==> config.mk <==
export PLATFORM = sky130hd
export DESIGN_NAME = mole_hit_detector
export DESIGN_NICKNAME = d
export VERILOG_FILES = /design/src/rtl/mole_hit_detector.sv
export SDC_FILE = /design/constraint.sdc
export NUM_CORES = 1
export LEC_CHECK = 0
export BUFFER_PORTS_ARGS = -buffer_cell sky130_fd_sc_hd__buf_2
export CAP_MARGIN = 10
export CORE_MARGIN = 2
export CORE_UTILIZATION = 40
export CTS_CLUSTER_SIZE = 25
export DETAILED_ROUTE_END_ITERATION = 16
export GPL_ROUTABILITY_DRIVEN = 0
export HOLD_SLACK_MARGIN = 0.08
export SYNTH_ARGS = -nofsm -noshare
export SYNTH_HDL_FRONTEND = slang
export SYNTH_SLANG_ARGS = --single-unit
==> constraint.sdc <==
create_clock -name clk -period 3.05 [get_ports clk]
set_input_delay 0.1525 -clock clk [delete_from_list [all_inputs] [get_ports clk]]
set_output_delay 0.1525 -clock clk [all_outputs]
set_load 0.03 [all_outputs]
==> src/rtl/mole_hit_detector.sv <==
// Mole game front end: lights a pseudo-random hole for a fixed window and classifies
// each round as a hit or a miss from debounced active-low keys.
module mole_hit_detector #(
  parameter int unsigned NUM_HOLES     = 4,
  parameter int unsigned WINDOW_CYCLES = 50000000,
  parameter int unsigned GAP_CYCLES    = 12500000,
  parameter int unsigned DB_CYCLES     = 500000,
  parameter logic [15:0] LFSR_SEED     = 16'hACE1,
  localparam int unsigned IDX_W        = $clog2(NUM_HOLES)
) (
  input  logic                 clk,
  input  logic                 Resetn,
  input  logic                 enable,
  input  logic [NUM_HOLES-1:0] key_n,
  output logic [NUM_HOLES-1:0] mole_onehot,
  output logic [IDX_W-1:0]     mole_idx,
  output logic                 mole_up,
  output logic                 player_signal,
  output logic                 miss_signal
);

  localparam int unsigned DB_W    = (DB_CYCLES > 1) ? $clog2(DB_CYCLES) : 1;
  localparam int unsigned TIMER_W = 27;

  localparam logic [DB_W-1:0]    DbLast  = DB_W'(DB_CYCLES - 1);
  localparam logic [TIMER_W-1:0] GapLast = TIMER_W'(GAP_CYCLES - 1);
  localparam logic [TIMER_W-1:0] WinLast = TIMER_W'(WINDOW_CYCLES - 1);

  typedef enum logic [1:0] {StIdle, StGap, StUp} state_e;

  // ---------------------------------------------------------------------------
  // Key input path: synchronizer, per-key stability counter, press edge
  // ---------------------------------------------------------------------------
  logic [NUM_HOLES-1:0] sync1_q, sync2_q;
  logic [NUM_HOLES-1:0] db_q, db_d;
  logic [NUM_HOLES-1:0] press_q, press_d;
  logic [DB_W-1:0]      db_cnt_q [NUM_HOLES];
  logic [DB_W-1:0]      db_cnt_d [NUM_HOLES];

  always_ff @(posedge clk or negedge Resetn) begin
    if (!Resetn) begin
      sync1_q <= '1;
      sync2_q <= '1;
    end else begin
      sync1_q <= key_n;
      sync2_q <= sync1_q;
    end
  end

  always_comb begin
    for (int i = 0; i < NUM_HOLES; i++) begin
      db_d[i]     = db_q[i];
      db_cnt_d[i] = '0;
      // Level is accepted only after DB_CYCLES consecutive disagreeing cycles.
      if (sync2_q[i] != db_q[i]) begin
        if (db_cnt_q[i] == DbLast) begin
          db_d[i] = sync2_q[i];
        end else begin
          db_cnt_d[i] = db_cnt_q[i] + DB_W'(1);
        end
      end
    end
    press_d = db_q & ~db_d;
  end

  always_ff @(posedge clk or negedge Resetn) begin
    if (!Resetn) begin
      db_q    <= '1;
      press_q <= '0;
      for (int i = 0; i < NUM_HOLES; i++) begin
        db_cnt_q[i] <= '0;
      end
    end else begin
      db_q    <= db_d;
      press_q <= press_d;
      for (int i = 0; i < NUM_HOLES; i++) begin
        db_cnt_q[i] <= db_cnt_d[i];
      end
    end
  end

  // ---------------------------------------------------------------------------
  // Free-running LFSR (x^16 + x^14 + x^13 + x^11 + 1)
  // ---------------------------------------------------------------------------
  logic [15:0] lfsr_q, lfsr_d;

  always_comb begin
    lfsr_d = {lfsr_q[14:0], lfsr_q[15] ^ lfsr_q[13] ^ lfsr_q[12] ^ lfsr_q[10]};
  end

  always_ff @(posedge clk or negedge Resetn) begin
    if (!Resetn) begin
      lfsr_q <= LFSR_SEED;
    end else begin
      lfsr_q <= lfsr_d;
    end
  end

  // ---------------------------------------------------------------------------
  // Round FSM
  // ---------------------------------------------------------------------------
  state_e               state_q, state_d;
  logic [TIMER_W-1:0]   timer_q, timer_d;
  logic [NUM_HOLES-1:0] mole_onehot_q, mole_onehot_d;
  logic [IDX_W-1:0]     mole_idx_q, mole_idx_d;
  logic                 mole_up_q, mole_up_d;
  logic                 player_q, player_d;
  logic                 miss_q, miss_d;
  logic [IDX_W-1:0]     cand, pick;
  logic                 hit, any_press;

  always_comb begin
    cand = lfsr_q[IDX_W-1:0];
    // Never repeat the previous hole; NUM_HOLES is a power of two so the add wraps.
    pick = (cand == mole_idx_q) ? cand + IDX_W'(1) : cand;
    hit       = |(press_q & mole_onehot_q);
    any_press = |press_q;
  end

  always_comb begin
    state_d       = state_q;
    timer_d       = timer_q + TIMER_W'(1);
    mole_onehot_d = mole_onehot_q;
    mole_idx_d    = mole_idx_q;
    mole_up_d     = mole_up_q;
    player_d      = 1'b0;
    miss_d        = 1'b0;

    if (!enable) begin
      // Abandoned round: go dark, keep the last index, no verdict.
      state_d       = StIdle;
      timer_d       = '0;
      mole_onehot_d = '0;
      mole_up_d     = 1'b0;
    end else begin
      unique case (state_q)
        StIdle: begin
          state_d = StGap;
          timer_d = '0;
        end
        StGap: begin
          if (timer_q == GapLast) begin
            state_d       = StUp;
            timer_d       = '0;
            mole_idx_d    = pick;
            mole_onehot_d = NUM_HOLES'(1) << pick;
            mole_up_d     = 1'b1;
          end
        end
        StUp: begin
          if (hit || any_press || timer_q == WinLast) begin
            state_d       = StGap;
            timer_d       = '0;
            mole_onehot_d = '0;
            mole_up_d     = 1'b0;
            player_d      = hit;
            miss_d        = !hit;
          end
        end
        default: begin
          state_d = StIdle;
          timer_d = '0;
        end
      endcase
    end
  end

  always_ff @(posedge clk or negedge Resetn) begin
    if (!Resetn) begin
      state_q       <= StIdle;
      timer_q       <= '0;
      mole_onehot_q <= '0;
      mole_idx_q    <= '0;
      mole_up_q     <= 1'b0;
      player_q      <= 1'b0;
      miss_q        <= 1'b0;
    end else begin
      state_q       <= state_d;
      timer_q       <= timer_d;
      mole_onehot_q <= mole_onehot_d;
      mole_idx_q    <= mole_idx_d;
      mole_up_q     <= mole_up_d;
      player_q      <= player_d;
      miss_q        <= miss_d;
    end
  end

  assign mole_onehot   = mole_onehot_q;
  assign mole_idx      = mole_idx_q;
  assign mole_up       = mole_up_q;
  assign player_signal = player_q;
  assign miss_signal   = miss_q;

endmodule

==> summary.txt <==
=================================================================================================
Outcome                                                                                 completed
Synth warn                                                                                      0
Port Buffer Count                                                                              15
Number of distinct library cell variants in the gate-level netlist after synthesis             48
Syn Inst Count                                                                                612
Critical path depth in cells                                                                    6
Worst flop-to-flop path endpoint                                                      timer_q[24]
Share of synthesized area occupied by flip-flops and latches                               0.5617
Power density cells                                                                  556.1 nW/um2
Total Negative Setup Slacks                                                                  0 ps
Synth async-reset ratio                                                                     1.000
CTS tree                                                                                    built
Wirelength per Cell                                                                      13.31 um
Max-cap check violation count                                                                   0
CP arrival                                                                                2680 ps
Maximum single-stage delay on the critical path                                            560 ps
Met3 track demand over resource in global routing                                         0.04575
Slowest cell on crit path                                                            sky130_fd_sc_hd__or4b_4
Cells resized by post-CTS repair                                                                0
DIE WIDTH                                                                                132.0 um
Cell chain of the critical path                                                      or4b_4, nor4_4, a21oi_1, o21ai_4, buf_4, nor2_1
Yosys reg bits                                                                                146
Total Routing Usage GR                                                                     0.1476
Number of antenna repair diodes                                                                 0
Maximum root-to-sink buffer count                                                               2
Final Instance Area                                                                      7498 um2
Number of global-route vias before repair                                                    4454
Post-CTS setup buffer count                                                                     0
Most used flip-flop cell after synthesis                                             sky130_fd_sc_hd__dfrtp_1
Unrepaired setup endpoints after global routing                                             false
Synthesis-to-layout area growth                                                            14.50%
Worst Reg2Reg Path Length in Cells                                                              6
Starting density of the core                                                               0.4108
Global Route met1 Usage                                                                    0.1916
Net count of the mapped netlist                                                               628
Total chip power                                                                          4170 uW
Critical path startpoint                                                              timer_q[24]
Most used cells in the layout excluding fill and tap cells                           sky130_fd_sc_hd__dfrtp_1 (126), sky130_fd_sc_hd__nor2_1 (123), sky130_fd_sc_hd__xor2_1 (66)
Number of hold-slack violations in the final timing report                                      0
P_leak                                                                                0.003209 uW
Num CTS Buffers                                                                                17
DR vias/cell                                                                                4.972
Kind of end point of the critical path                                                  flip-flop
Area of the mapped netlist                                                               6549 um2
Met2 Usage GRT                                                                             0.2292
Post-layout minimum cycle time                                                            2386 ps
Number of hold-repair buffers added at the cts stage                                            6
H-tree levels                                                                                   4
Largest fanout of any net on the critical path                                                 27
Layout cells sized above 1                                                                 0.1360
Filler Cell Count                                                                            1480
# IOs                                                                                          16
Worst Tran Pin Value                                                                     796.4 ps
Number of flops mapped to enable cells by yosys                                                 0
Final setup viols                                                                               0
Pin count of the biggest net entering global routing                                           81
Detailed-placement wirelength estimate                                                   8.033 mm
Most frequent standard cell in the layout excluding fill and tap cells               sky130_fd_sc_hd__dfrtp_1
Number of nets at the end of the flow                                                         665
Worst path buffer plus inverter count                                                           1
Slew Limit Headroom                                                                        0.4642
Top Family by Delay on Critical Path                                                 simple AND/OR/NAND/NOR gates
Antenna violations before repair                                                                0
Clock latency reported for the late side of the worst-skew pair                            420 ps
Number of nets with antenna violations after routing                                            0
Std cell rows                                                                                  46
Number of DRC markers after the initial detailed-route iteration                              206
Vias after detailed routing                                                                  4365
Worst setup path endpoint                                                             timer_q[24]
Type of the most critical hold path                                                  primary input to async pin
Die span in y                                                                            132.0 um
CP required                                                                               3340 ps
Congestion Overflow GR                                                                          0
Total Routed Length                                                                      11.69 mm
DRC violation count after routing                                                               0
Mean instance size in the synthesized netlist                                           10.70 um2
Final count of pins violating max slew                                                          0
Iteration count of the initial detailed-routing pass                                            4
Clock-pin slew on the worst setup and hold paths                                            60 ps
Peak ir drop on the vdd network                                                         0.3904 mV
Die area                                                                                17410 um2
Clock sinks                                                                                   146
Timing-limited maximum frequency                                                        419.1 MHz
Startpoint of the worst-slack reg-to-reg timing path                                  timer_q[24]
CTS root buf                                                                         sky130_fd_sc_hd__clkbuf_16
Combined flip-flop and latch cell area                                                   3679 um2
Layer with the highest usage                                                                 met2
Area used by multi-input combinational logic                                             2788 um2
First-pass GRT wire length                                                               20.98 mm
Crit path launch type                                                                   flip-flop
Final core area utilization                                                                0.4703
Register-to-Register Setup Slack                                                           660 ps
Type of the worst setup path                                                         flip-flop to flip-flop
Final cycle utilization of the critical path                                               0.7822
Instance area at placement                                                               6893 um2
Final Skew                                                                               6.676 ps
Core Area                                                                               15940 um2
=================================================================================================
==> metrics by stage <==
stage	hold slack, ps	setup slack, ps	std cells
floorplan	-143.1	912.1	612
global placement	220.1	714.9	840
detailed placement	228.5	658.3	840
CTS	351.5	648.1	878
global route	360.2	525.9	878
finish	326.8	664.2	878
==> final cells by class <==
class                      count  share of cell area
tap                          216             0.03604
multi-input combinational    448              0.3718
timing repair buffer          26             0.02386
clock inverter                14             0.01552
inverter                      10            0.005006
clock buffer                  18             0.05723
sequential                   146              0.4906
==> logic make-up after synthesis <==
family          share of synthesized area
simple gates                       0.2283
fa+ha+maj                         0.01720
xor+xnor                           0.1351
flops                              0.5617
buf+inv                           0.01261
mux                               0.01796
compound gates                    0.02713
==> where the power goes <==
group          internal (uW)  switching (uW)
sequential              1980            31.6
clock                   1110             789
combinational           86.6             174
total                   3180             995
==> worst min path at each step <==
stage / start / end / slack (ps) / cells after the start
5_1_grt: lfsr_q[5] / lfsr_q[6] / 360 / 0
3_5_place_dp: Resetn / timer_q[14] / 230 / 1
3_3_place_gp: Resetn / timer_q[14] / 220 / 1
4_1_cts: key_n[3] / sync1_q[3] / 350 / 2
2_1_floorplan: Resetn / db_cnt_q[0] / -140 / 0
6_report: Resetn / timer_q[14] / 330 / 2
==> state kept, by name, summed over array words and instances (netlist names) <==
name	cells
db_cnt_q	76
timer_q	27
lfsr_q	16
db_q	4
mole_onehot	4
press_q	4
sync1_q	4
sync2_q	4
mole_idx	2
state_q	2
miss_signal	1
mole_up	1
player_signal	1
==> per-layer routing <==
metal	wire [um]	share of wire	up-vias
met5	0	0	-
met4	177	0.015	0
met3	394	0.034	17
met2	5561	0.48	41
met1	5554	0.48	2154
li1	-	-	2153
==> cells in the mapped netlist, types with 2 or more instances <==
library cell,instances,area share
sky130_fd_sc_hd__and3b_1,2,0.0027
sky130_fd_sc_hd__nor4bb_1,2,0.0031
sky130_fd_sc_hd__a31oi_1,2,0.0019
sky130_fd_sc_hd__mux2_2,6,0.010
sky130_fd_sc_hd__clkbuf_1,6,0.0034
sky130_fd_sc_hd__dfrtp_1,126,0.48
sky130_fd_sc_hd__nor2_1,123,0.071
sky130_fd_sc_hd__buf_6,2,0.0034
sky130_fd_sc_hd__ha_1,9,0.017
sky130_fd_sc_hd__o31ai_1,2,0.0023
sky130_fd_sc_hd__nor3b_1,3,0.0034
sky130_fd_sc_hd__nor2_2,2,0.0019
sky130_fd_sc_hd__o21ai_0,3,0.0023
sky130_fd_sc_hd__nand3_1,42,0.032
sky130_fd_sc_hd__dfstp_2,20,0.080
sky130_fd_sc_hd__o21a_1,2,0.0023
sky130_fd_sc_hd__nor2b_1,3,0.0029
sky130_fd_sc_hd__or3_1,2,0.0019
sky130_fd_sc_hd__and4_1,3,0.0040
sky130_fd_sc_hd__mux2i_1,5,0.0076
sky130_fd_sc_hd__and3_1,20,0.019
sky130_fd_sc_hd__a21bo_2,2,0.0031
sky130_fd_sc_hd__nor4_1,9,0.0086
sky130_fd_sc_hd__nor3_1,13,0.0099
sky130_fd_sc_hd__inv_1,10,0.0057
sky130_fd_sc_hd__nand4_1,29,0.028
sky130_fd_sc_hd__nand2_1,43,0.025
sky130_fd_sc_hd__xor2_1,66,0.088
sky130_fd_sc_hd__a21oi_1,2,0.0015
sky130_fd_sc_hd__xnor2_1,35,0.047
Power figures use the tool's default switching activity.
